==> config.mk <==
export PLATFORM = sky130hd
export DESIGN_NAME = subleq_control
export DESIGN_NICKNAME = d
export VERILOG_FILES = /design/src/rtl/subleq_pkg.sv /design/src/rtl/subleq_alu.sv /design/src/rtl/subleq_control.sv
export SDC_FILE = /design/constraint.sdc
export NUM_CORES = 1
export LEC_CHECK = 0
export ABC_AREA = 1
export BUFFER_PORTS_ARGS = -buffer_cell sky130_fd_sc_hd__buf_2
export CAP_MARGIN = 20
export CORE_UTILIZATION = 45
export CTS_CLUSTER_SIZE = 24
export DETAILED_ROUTE_END_ITERATION = 7
export PLACE_DENSITY = 0.65
export SLEW_MARGIN = 20
export SYNTH_ARGS = -nofsm -noshare
export SYNTH_HDL_FRONTEND = slang
export SYNTH_SLANG_ARGS = --single-unit
==> constraint.sdc <==
create_clock -name clk -period 2.33 [get_ports clk]
set_clock_uncertainty 0.1 [all_clocks]
set_input_delay 0.5825 -clock clk [delete_from_list [all_inputs] [get_ports clk]]
set_output_delay 0.5825 -clock clk [all_outputs]
set_load 0.005 [all_outputs]
==> src/rtl/subleq_pkg.sv <==
// Shared types and constants for the SUBLEQ controller.
// Holds the FSM state encoding, the word width and the instruction length.
package subleq_pkg;

    localparam int WORD_W    = 16;
    localparam int INSTR_LEN = 3;

    localparam logic [WORD_W-1:0] DEFAULT_HALT_ADDR = 16'hFFFF;

    typedef enum logic [2:0] {
        FETCH_A,
        FETCH_B,
        FETCH_C,
        READ_A,
        READ_B,
        WRITE_B,
        HALT
    } state_t;

endpackage

==> src/rtl/subleq_alu.sv <==
// Combinational subtract-and-test unit.
// Computes mem[B] - mem[A] and flags a result that is less than or equal to zero.
module subleq_alu
    import subleq_pkg::*;
(
    input  logic [WORD_W-1:0] val_a,
    input  logic [WORD_W-1:0] val_b,
    output logic [WORD_W-1:0] diff,
    output logic              leq
);

    // Overflow is discarded; the sign test uses the truncated result.
    assign diff = val_b - val_a;
    assign leq  = diff[WORD_W-1] | (diff == '0);

endmodule

==> src/rtl/subleq_control.sv <==
// Six-cycle-per-instruction SUBLEQ sequencer driving a single-port word memory.
// Memory outputs are decoded from the state and registers only, never from mem_rdata.
module subleq_control
    import subleq_pkg::*;
#(
    parameter logic [WORD_W-1:0] HALT_ADDR = DEFAULT_HALT_ADDR,
    parameter logic [WORD_W-1:0] RESET_PC  = 16'h0000
) (
    input  logic              clk,
    input  logic              rst,
    input  logic              run,
    input  logic [WORD_W-1:0] mem_rdata,
    output logic [WORD_W-1:0] mem_addr,
    output logic [WORD_W-1:0] mem_wdata,
    output logic              mem_re,
    output logic              mem_we,
    output logic [WORD_W-1:0] pc,
    output logic              halted,
    output logic [WORD_W-1:0] instr_count
);

    state_t state, state_next;

    logic [WORD_W-1:0] a_reg, b_reg, c_reg;
    logic [WORD_W-1:0] val_a, val_b;
    logic [WORD_W-1:0] diff;
    logic              leq;
    logic              take_halt;

    subleq_alu u_alu (
        .val_a (val_a),
        .val_b (val_b),
        .diff  (diff),
        .leq   (leq)
    );

    assign take_halt = leq && (c_reg == HALT_ADDR);
    assign mem_wdata = diff;

    always_ff @(posedge clk) begin
        if (rst) begin
            state <= FETCH_A;
        end else if (run) begin
            state <= state_next;
        end
    end

    // Strobes are suppressed while stalled or in reset so a held or interrupted access never commits.
    always_comb begin
        state_next = state;
        mem_addr   = pc;
        mem_re     = 1'b0;
        mem_we     = 1'b0;
        unique case (state)
            FETCH_A: begin
                mem_re     = 1'b1;
                mem_addr   = pc;
                state_next = FETCH_B;
            end
            FETCH_B: begin
                mem_re     = 1'b1;
                mem_addr   = pc + WORD_W'(1);
                state_next = FETCH_C;
            end
            FETCH_C: begin
                mem_re     = 1'b1;
                mem_addr   = pc + WORD_W'(2);
                state_next = READ_A;
            end
            READ_A: begin
                mem_re     = 1'b1;
                mem_addr   = a_reg;
                state_next = READ_B;
            end
            READ_B: begin
                mem_re     = 1'b1;
                mem_addr   = b_reg;
                state_next = WRITE_B;
            end
            WRITE_B: begin
                mem_we     = 1'b1;
                mem_addr   = b_reg;
                state_next = take_halt ? HALT : FETCH_A;
            end
            HALT: begin
                state_next = HALT;
            end
            default: begin
                state_next = FETCH_A;
            end
        endcase
        if (rst || !run) begin
            mem_re = 1'b0;
            mem_we = 1'b0;
        end
    end

    always_ff @(posedge clk) begin
        if (rst) begin
            pc          <= RESET_PC;
            halted      <= 1'b0;
            instr_count <= '0;
            a_reg       <= '0;
            b_reg       <= '0;
            c_reg       <= '0;
            val_a       <= '0;
            val_b       <= '0;
        end else if (run) begin
            unique case (state)
                FETCH_A: a_reg <= mem_rdata;
                FETCH_B: b_reg <= mem_rdata;
                FETCH_C: c_reg <= mem_rdata;
                READ_A:  val_a <= mem_rdata;
                READ_B:  val_b <= mem_rdata;
                WRITE_B: begin
                    pc          <= leq ? c_reg : pc + WORD_W'(INSTR_LEN);
                    instr_count <= instr_count + WORD_W'(1);
                    if (take_halt) begin
                        halted <= 1'b1;
                    end
                end
                default: ;
            endcase
        end
    end

endmodule
### Word-level counts from Yosys, hierarchy flattened

Index checks and enable logic that the tools add are counted.

* register bits: 116
* bits of input ports: 19
* output and inout port bits: 67

* add/subtract/negate cells: 5
* eq/ne operators: 7
* muxes and demuxes: 8
* bitwise operators: 1
* reductions and logical operators: 14

Operator list (count)
* $pmux 16 s4: 1
* $add 16x1->16 const B: 2
* $add 16x2->16 const B: 2
* $pmux 3 s7: 1
* $eq 16x16->1 const B: 1
* $logic_not 16->1: 1
* $mux 16: 1
* $sub 16x16->16: 1
* $reduce_and 2->1: 6
* $eq 3x3->1 const B: 3
* $eq 3x2->1 const B: 2
* $reduce_or 5->1: 1
* $mux 1: 4
* $eq 3x1->1 const B: 1
* $logic_not 3->1: 1
* $mux 3: 1
* $reduce_and 3->1: 1
* $reduce_or 2->1: 1
* $logic_and 1x1->1: 1
* $logic_not 1->1: 1
* $logic_or 1x1->1: 1
* $or 1x1->1: 1

### Logic depth before layout (Yosys ltp)

Gate-level depths: netlist of the first run.

* depth after elaboration: 6
* depth in mapped cells: 20

### Modules after synthesis

From an unflattened synthesis of the first run, not the netlist that was laid out.

* cell total of the unflattened synthesis: 1076
* area total of the unflattened synthesis: 6925.4 µm²

Modules (own cells, without submodules)
* subleq_control: times used 1, cells each 864, area an instance 5794.3 µm²
* subleq_alu: times used 1, cells each 212, area an instance 1131.1 µm²

### Worst setup path after synthesis of the first run

OpenSTA, ideal clock, no wires.

* path type: register to register
* start: register val_b[0]
* end: register pc[6]
* setup time: 0.132 ns
* arrival: 2.156 ns
* required time: 2.098 ns
* setup slack: -0.058 ns
* stages on the path, launching flop included: 21
* path buffers: 1
* period minus slack after synthesis: 2.388 ns
* cell sequence: dfxtp_1 inv_1 ha_1 fa_1 inv_1 nand2_1 nand2_1 nand3_1 nand2_1 nand2_1 nand2_1 nand2_1 nand2_1 nand2_1 nor2_1 nand2_2 nand2_4 buf_6 a21oi_2 o21ai_1 a21oi_1

* longest elaborated chain between the ends: 4

Ends and longest elaborated chain
* start, declared: RTL line subleq_control.sv:25 `logic [WORD_W-1:0] val_a, val_b;`
* start signal, assigned: RTL line subleq_control.sv:114 `READ_B: val_b <= mem_rdata;`
* $sub 16x16->16 *: RTL line subleq_alu.sv:13 `assign diff = val_b - val_a;`
* $logic_not 16->1: RTL line subleq_alu.sv:14 `assign leq = diff[WORD_W-1] | (diff == '0);`
* $or 1x1->1 *: RTL line subleq_alu.sv:14
* $mux 16 *: RTL line subleq_control.sv:116 `pc <= leq ? c_reg : pc + WORD_W'(INSTR_LEN);`
* end signal, assigned: RTL line subleq_control.sv:116
* end, declared: RTL line subleq_control.sv:17 `output logic [WORD_W-1:0] pc,`

Mark *: on every way between the ends. The rest lies on a longest branch, timed or not.
A chain may end at the register's enable or synchronous reset.

### Worst setup path after layout of the first run

* start: register val_b[0]
* end: output port mem_wdata[12]

* longest elaborated chain between the ends: 1

Ends and longest elaborated chain
* $sub 16x16->16: RTL line subleq_alu.sv:13
* end, declared: RTL line subleq_control.sv:14 `output logic [WORD_W-1:0] mem_wdata,`

No other way between the ends.

==> impl_metrics.env, run 1 <==
export IMPL_p_per_area_nw_per_um2=584
export IMPL_mostFrequentLayoutCell="nor2_1"
export IMPL_cts_root_buf="clkbuf_16"
export IMPL_syn_cell_area_um2=6780
export IMPL_finalSetupViolCount=50
export IMPL_async_flop_share_pct=0
export IMPL_grt_max_degree=71
export IMPL_tritoncts="built"
export IMPL_clock_tree_buffer_depth=2
export IMPL_fin_setup_tns_ps=-17210
export IMPL_drive_gt1_share_pct=44.0
export IMPL_violations="setup timing"
export IMPL_seqPwrFrac_pct=34.3
export IMPL_gr_usage_all_layers_pct=30.3
export IMPL_start_util_pct=46.5
export IMPL_intPower_uw=4360
export IMPL_fmax_mhz=343
export IMPL_cpPeakStageDelay_ps=400
export IMPL_fin_ws_ps=-582
export IMPL_peakVddDrop_mv=0.521
export IMPL_die_w_um=125
export IMPL_fin_crit_sh_pct=125
export IMPL_grt_pass1_wl_um=37100
export IMPL_path_buf_inv=6
export IMPL_drt_wl_total_um=25000
export IMPL_slew_viol_final=0
export IMPL_yosysWarnings=0
export IMPL_die_area_um2=15600
export IMPL_vias=7897
export IMPL_holdWs_ps=356
export IMPL_drt_pre_antenna_iters=5
export IMPL_fin_area_um2=10500
export IMPL_grt_overflow_total=0
export IMPL_synth_flop_cell="dfxtp_1"
export IMPL_critPathLaunchType="register"
export IMPL_required_ps=1650
export IMPL_routabilityCongestion=0.971
export IMPL_synthDistinctLibCells=51
export IMPL_slew_headroom_pct=61.7
export IMPL_critical_path_cell_chain="inv_2 -> ha_4 -> fa_2 -> inv_2 -> buf_4 -> nand3_4 -> nand2_4 -> nand3_4 -> nand3_2 -> nand2_1 -> nand2_2 -> buf_4 -> inv_1 -> buf_2"
export IMPL_placed_area_um2=8280
export IMPL_routed_wl_met2_um=12200
export IMPL_power_frac_clock_pct=41.9
export IMPL_hp_class="reg2reg"
export IMPL_outcome="finished, violations left"
export IMPL_wl_per_cell_um=17.2
export IMPL_htreeDepth=4
export IMPL_cap_violations=0
export IMPL_p_sw_uw=1750
export IMPL_cpMaxStageDelayCell="fa_2"
export IMPL_antenna_found_initial=0
export IMPL_drc=0
export IMPL_hold_viol=0
export IMPL_clkSinkCount=116
export IMPL_dpl_hpwl_um=16200
export IMPL_wl_met3_um=1320
export IMPL_die_h_um=125
export IMPL_p_comb_share_pct=23.8
export IMPL_path_class="reg2out"
export IMPL_clk_latency_ps=420
export IMPL_period_needed_ps=2910
export IMPL_ant_nets=0
export IMPL_met1_length_um=10000
export IMPL_synth_seq_cells=116
export IMPL_worst_slew_pin_slew_ps=574
export IMPL_multi_input_area_um2=4670
export IMPL_vias_per_cell=5.44
export IMPL_clk_pin_slew_ps=50
export IMPL_maxUsedRoutingLayer="met4"
export IMPL_syn_nets=1059
export IMPL_switching_share_pct=28.6
export IMPL_preCtsSetupSlack_ps=-291
export IMPL_p_leak_uw=0.00476
export IMPL_synth_edff_count=0
export IMPL_rows=44
export IMPL_area_delta_synth_final_pct=54.3
export IMPL_final_cell_mix="nor2_1, buf_4, nand2_1"
export IMPL_ys_seq_area_share_pct=34.3
export IMPL_arrival_ps=2230
export IMPL_final_nets=1297
export IMPL_port_buffers=85
export IMPL_worstPathMaxFanout=2
export IMPL_diodes=0
export IMPL_cts_buffers_inserted=17
export IMPL_synthCells=1019
export IMPL_io_pins=86
export IMPL_power_total_uw=6110
export IMPL_r2r_slack_ps=-340
export IMPL_core_area_um2=14600
export IMPL_drtIter0Drc=508
export IMPL_seq_area_um2=2370
export IMPL_fill_cells=1117
export IMPL_rsz0062_at_grt="true"
export IMPL_grt_pass1_vias=7355
export IMPL_crit_path_end_kind="output pin"
export IMPL_path_delay_family="adder cells"
export IMPL_syn_avg_cell_area_um2=6.65
cells in the mapped netlist (3+ instances only):
cell      instances  area (µm²)
a21oi_1          86         430
a21oi_2          16         140
a221oi_1          7        61.3
buf_2             5        25.0
buf_6             3        33.8
clkbuf_1         29         109
dfxtp_1         116        2320
ha_1             20         250
inv_1           130         488
inv_2            12        45.0
nand2_1         168         631
nand2_2           6        37.5
nand3_1          39         195
nand3_2           4        40.0
nand3b_1          4        30.0
nand4_1           8        50.1
nor2_1          152         571
nor2_2            5        31.3
nor3_1           17        85.1
nor3_2            6        60.1
o21ai_0         113         566
o21ai_1          16        80.1
o31ai_1           3        22.5
xnor2_1           4        35.0
xor2_1           12         105
area by class of cell:
type                            instances  area share, %
Inverter                              145           5.41
Clock inverter                         10           1.03
Timing Repair Buffer                  259           19.6
Sequential cell                       116           22.7
Timing Repair inverter                  1         0.0718
Tap cell                              184           2.20
Multi-Input combinational cell        717           44.6
Clock buffer                           20           4.46
metrics by stage:
step / instances / utilization, %
global placement: 1380 / 56.7
CTS: 1430 / 66.8
finish: 1452 / 71.7
global route: 1452 / 71.7
detailed placement: 1380 / 56.7
floorplan: 1019 / -
cell families (layout without fill, tap and decap cells):
family          Yosys count  in the layout  share of synthesized area (%)
simple gates            418            418                           27.0
buf+inv                 186            435                           10.9
fa+ha+maj                21             21                           3.99
xor+xnor                 17             17                           2.31
compound gates          261            261                           21.6
flops                   116            116                           34.3
repair_timing:
action	4_1_cts	5_1_grt
pin swaps	43	74
gates resized for setup	174	166
gates cloned	1	1
endpoints found under the setup margin	51	60
setup buffers	20	26
hold buffers	0	0
worst register-to-register path, stage by stage (launching register included):
cell and delay (ps):
dfxtp_2 320, inv_2 40, ha_4 160, fa_2 400
inv_2 70, nand2_2 50, nand2_2 70, nand3_2 90
nand2_4 100, nand2_2 70, nand2_2 60, nand2_2 50
nand2_2 90, buf_6 110, nand2_4 40, nor2_4 130
nand2_4 80, nand2_8 140, buf_6 150, inv_2 30
nand2_1 50, nand3_1 70, a21oi_1 130
layer usage:
| metal | up-vias | track usage, % |
|---|---|---|
| met3 | 87 | 5.20 |
| met5 | - | 0 |
| li1 | 3819 | - |
| met4 | 0 | 18.6 |
| met1 | 3675 | 35.4 |
| met2 | 316 | 51.4 |
final timing paths:
check | cells after the start | to | start
worst min register to register | 2 | b_reg[15] | b_reg[15]
worst max-delay path | 14 | mem_wdata[12] | val_b[0]
worst min-delay path | 2 | b_reg[15] | b_reg[15]
worst max register to register | 22 | pc[1] | val_b[0]
power by group through the flow:
stage               Sequential, µW  Combinational [µW]  Clock, µW
finish                        2090                1460       2560
detailed placement            2120                 959          0
global placement              2120                 951          0
global route                  2100                1560       2660
CTS                           2090                1220       2560
floorplan                     2110                 574          0
No activity file was read; power rests on OpenSTA's default activity.
==> inputs of run 2 (changes only) <==
--- a/config.mk
+++ b/config.mk
@@ -5,7 +5,6 @@
 export SDC_FILE = /design/constraint.sdc
 export NUM_CORES = 1
 export LEC_CHECK = 0
-export ABC_AREA = 1
 export BUFFER_PORTS_ARGS = -buffer_cell sky130_fd_sc_hd__buf_2
 export CAP_MARGIN = 20
 export CORE_UTILIZATION = 45
==> impl_metrics.env, run 2 <==
export IMPL_fin_crit_sh_pct=141
export IMPL_crit_path_frequent_cell="buf_12"
export IMPL_hold_viol=0
export IMPL_mostFrequentLayoutCell="nand2_1"
export IMPL_fin_setup_tns_ps=-33610
export IMPL_required_ps=2520
export IMPL_cts_root_buf="clkbuf_16"
export IMPL_synth_top_cell_area_share_pct=33.9
export IMPL_synth_seq_cells=116
export IMPL_die_area_um2=15700
export IMPL_drt_pre_antenna_iters=8
export IMPL_synthCells=954
export IMPL_postCtsHoldBufs=0
export IMPL_area_delta_synth_final_pct=51.3
export IMPL_vias_per_cell=5.72
export IMPL_clk_pin_slew_ps=60
export IMPL_synth_common_cells="nand2_1, a21oi_1, dfxtp_1, nor2_1, clkbuf_1"
export IMPL_critical_path_cell_chain="inv_2 -> ha_4 -> fa_2 -> nor2b_4 -> o31ai_4 -> a21oi_2 -> buf_4 -> or4_4 -> a2111oi_4 -> o2111ai_2 -> o21a_2 -> buf_12 -> buf_12 -> o21ai_2 -> o221ai_2"
export IMPL_ys_seq_area_share_pct=33.9
export IMPL_antenna_found_initial=0
export IMPL_diodes=0
export IMPL_worst_slew_pin_slew_ps=614
export IMPL_grt_pass1_wl_um=36500
export IMPL_synth_edff_count=0
export IMPL_port_buffers=85
export IMPL_period_needed_ps=3290
export IMPL_rsz0062_at_grt="true"
export IMPL_fill_cells=1166
export IMPL_clock_tree_buffer_depth=2
export IMPL_arrival_ps=3480
export IMPL_slew_headroom_pct=58.7
export IMPL_io_pins=86
export IMPL_path_buf_inv=4
export IMPL_start_util_pct=46.6
export IMPL_wl_per_cell_um=17.6
export IMPL_holdWs_ps=353
export IMPL_grt_max_degree=114
export IMPL_dpl_hpwl_um=16300
export IMPL_die_h_um=125
export IMPL_drt_wl_total_um=24300
export IMPL_ant_nets=0
export IMPL_async_flop_share_pct=0
export IMPL_p_per_area_nw_per_um2=572
export IMPL_die_w_um=125
export IMPL_cpPeakStageDelay_ps=490
export IMPL_slew_viol_final=0
export IMPL_path_class="reg2reg"
export IMPL_fmax_mhz=304
export IMPL_syn_nets=994
export IMPL_clkSinkCount=116
export IMPL_cap_violations=0
export IMPL_outcome="finished, violations left"
export IMPL_netlist_top_cells_area="dfxtp_1, nand2_1, a21oi_1"
export IMPL_synth_flop_cell="dfxtp_1"
export IMPL_final_cell_mix="nand2_1, buf_4, a21oi_1"
export IMPL_synthDistinctLibCells=67
export IMPL_syn_avg_cell_area_um2=7.18
export IMPL_clk_latency_ps=420
export IMPL_vias=7878
export IMPL_core_area_um2=14700
export IMPL_cpMaxStageDelayCell="or4_4"
export IMPL_gr_usage_all_layers_pct=29.5
export IMPL_final_nets=1221
export IMPL_drc=1
export IMPL_drtIter0Drc=709
export IMPL_hp_class="reg2reg"
export IMPL_fin_ws_ps=-961
export IMPL_preCtsSetupSlack_ps=-794
export IMPL_yosys_area_top_type="dfxtp_1"
export IMPL_critPathLaunchType="register"
export IMPL_grt_pass1_vias=6921
export IMPL_utilization_pct=70.5
export IMPL_path_delay_family="compound AO/OA/AOI/OAI gates"
export IMPL_cts_buffers_inserted=17
export IMPL_worstPathMaxFanout=9
export IMPL_routabilityCongestion=0.927
export IMPL_violations="DRC, setup timing"
export IMPL_p_leak_uw=0.00420
export IMPL_rows=44
export IMPL_htreeDepth=4
export IMPL_yosysWarnings=0
export IMPL_syn_cell_area_um2=6850
export IMPL_drive_gt1_share_pct=39.3
export IMPL_peakVddDrop_mv=0.564
export IMPL_crit_path_end_kind="register"
export IMPL_synth_most_common_cell="nand2_1"
export IMPL_grt_overflow_total=0
export IMPL_finalSetupViolCount=51
export IMPL_tritoncts="built"
## run 2: per-layer routing
metal,track usage [%],share of wire (%),vias up
li1,-,-,3783
met1,40.2,43,3690
met2,46.3,47,336
met3,5.39,6.4,69
met4,11.3,3.4,0
met5,0,0,-
## run 2: area by class of cell
class / count / area, µm² / share of cell area [%]
timing repair buffer: 272 / 2070 / 20.0
clock inverter: 11 / 124 / 1.20
multi-input combinational: 744 / 4980 / 48.0
sequential: 116 / 2360 / 22.8
clock buffer: 21 / 480 / 4.64
inverter: 30 / 120 / 1.16
tap: 184 / 230 / 2.22
## run 2: cells by family after synthesis
group	after synthesis	share of synthesized area, %
xor+xnor	32	4.09
buf+inv	94	5.50
compound gates	260	24.0
flops	116	33.9
mux	8	1.21
fa+ha+maj	21	3.94
simple gates	423	27.4
## run 2: report_power, final
group,switching (µW),internal (µW)
Clock,957,1690
Sequential,36.7,2020
Combinational,636,597
## run 2: what timing repair did
action,4_1_cts,5_1_grt
endpoints found under the setup margin,51,52
gates resized for setup,84,135
gates cloned,0,1
pin swaps,29,70
setup buffers,14,21
## run 2: path summary, 6_finish.rpt
check | from | slack (ps) | end | cells after the start
max | val_b[0] | -960 | pc[6] | 15
min | val_a[12] | 350 | val_a[12] | 2
min reg2reg | val_a[12] | 350 | val_a[12] | 2
max reg2reg | val_b[0] | -960 | pc[6] | 15
## run 2: per-stage QoR
| stage | total power [µW] | area, µm² | std cells |
|---|---|---|---|
| 6_report | 5930 | 10400 | 1378 |
| 2_1_floorplan | 2620 | 7020 | 954 |
| 4_1_cts | 5750 | 9630 | 1359 |
| 3_3_place_gp | 3020 | 8590 | 1314 |
| 3_5_place_dp | 3030 | 8590 | 1314 |
| 5_1_grt | 6130 | 10400 | 1378 |
## run 2: worst register-to-register path, stage by stage, from the launching register on
cell	delay (ps)
dfxtp_2	320
inv_2	60
ha_4	130
fa_2	230
nor2b_4	60
o31ai_4	210
a21oi_2	110
buf_4	160
or4_4	490
a2111oi_4	310
o2111ai_2	220
o21a_2	300
buf_12	160
buf_12	150
o21ai_2	70
o221ai_2	110
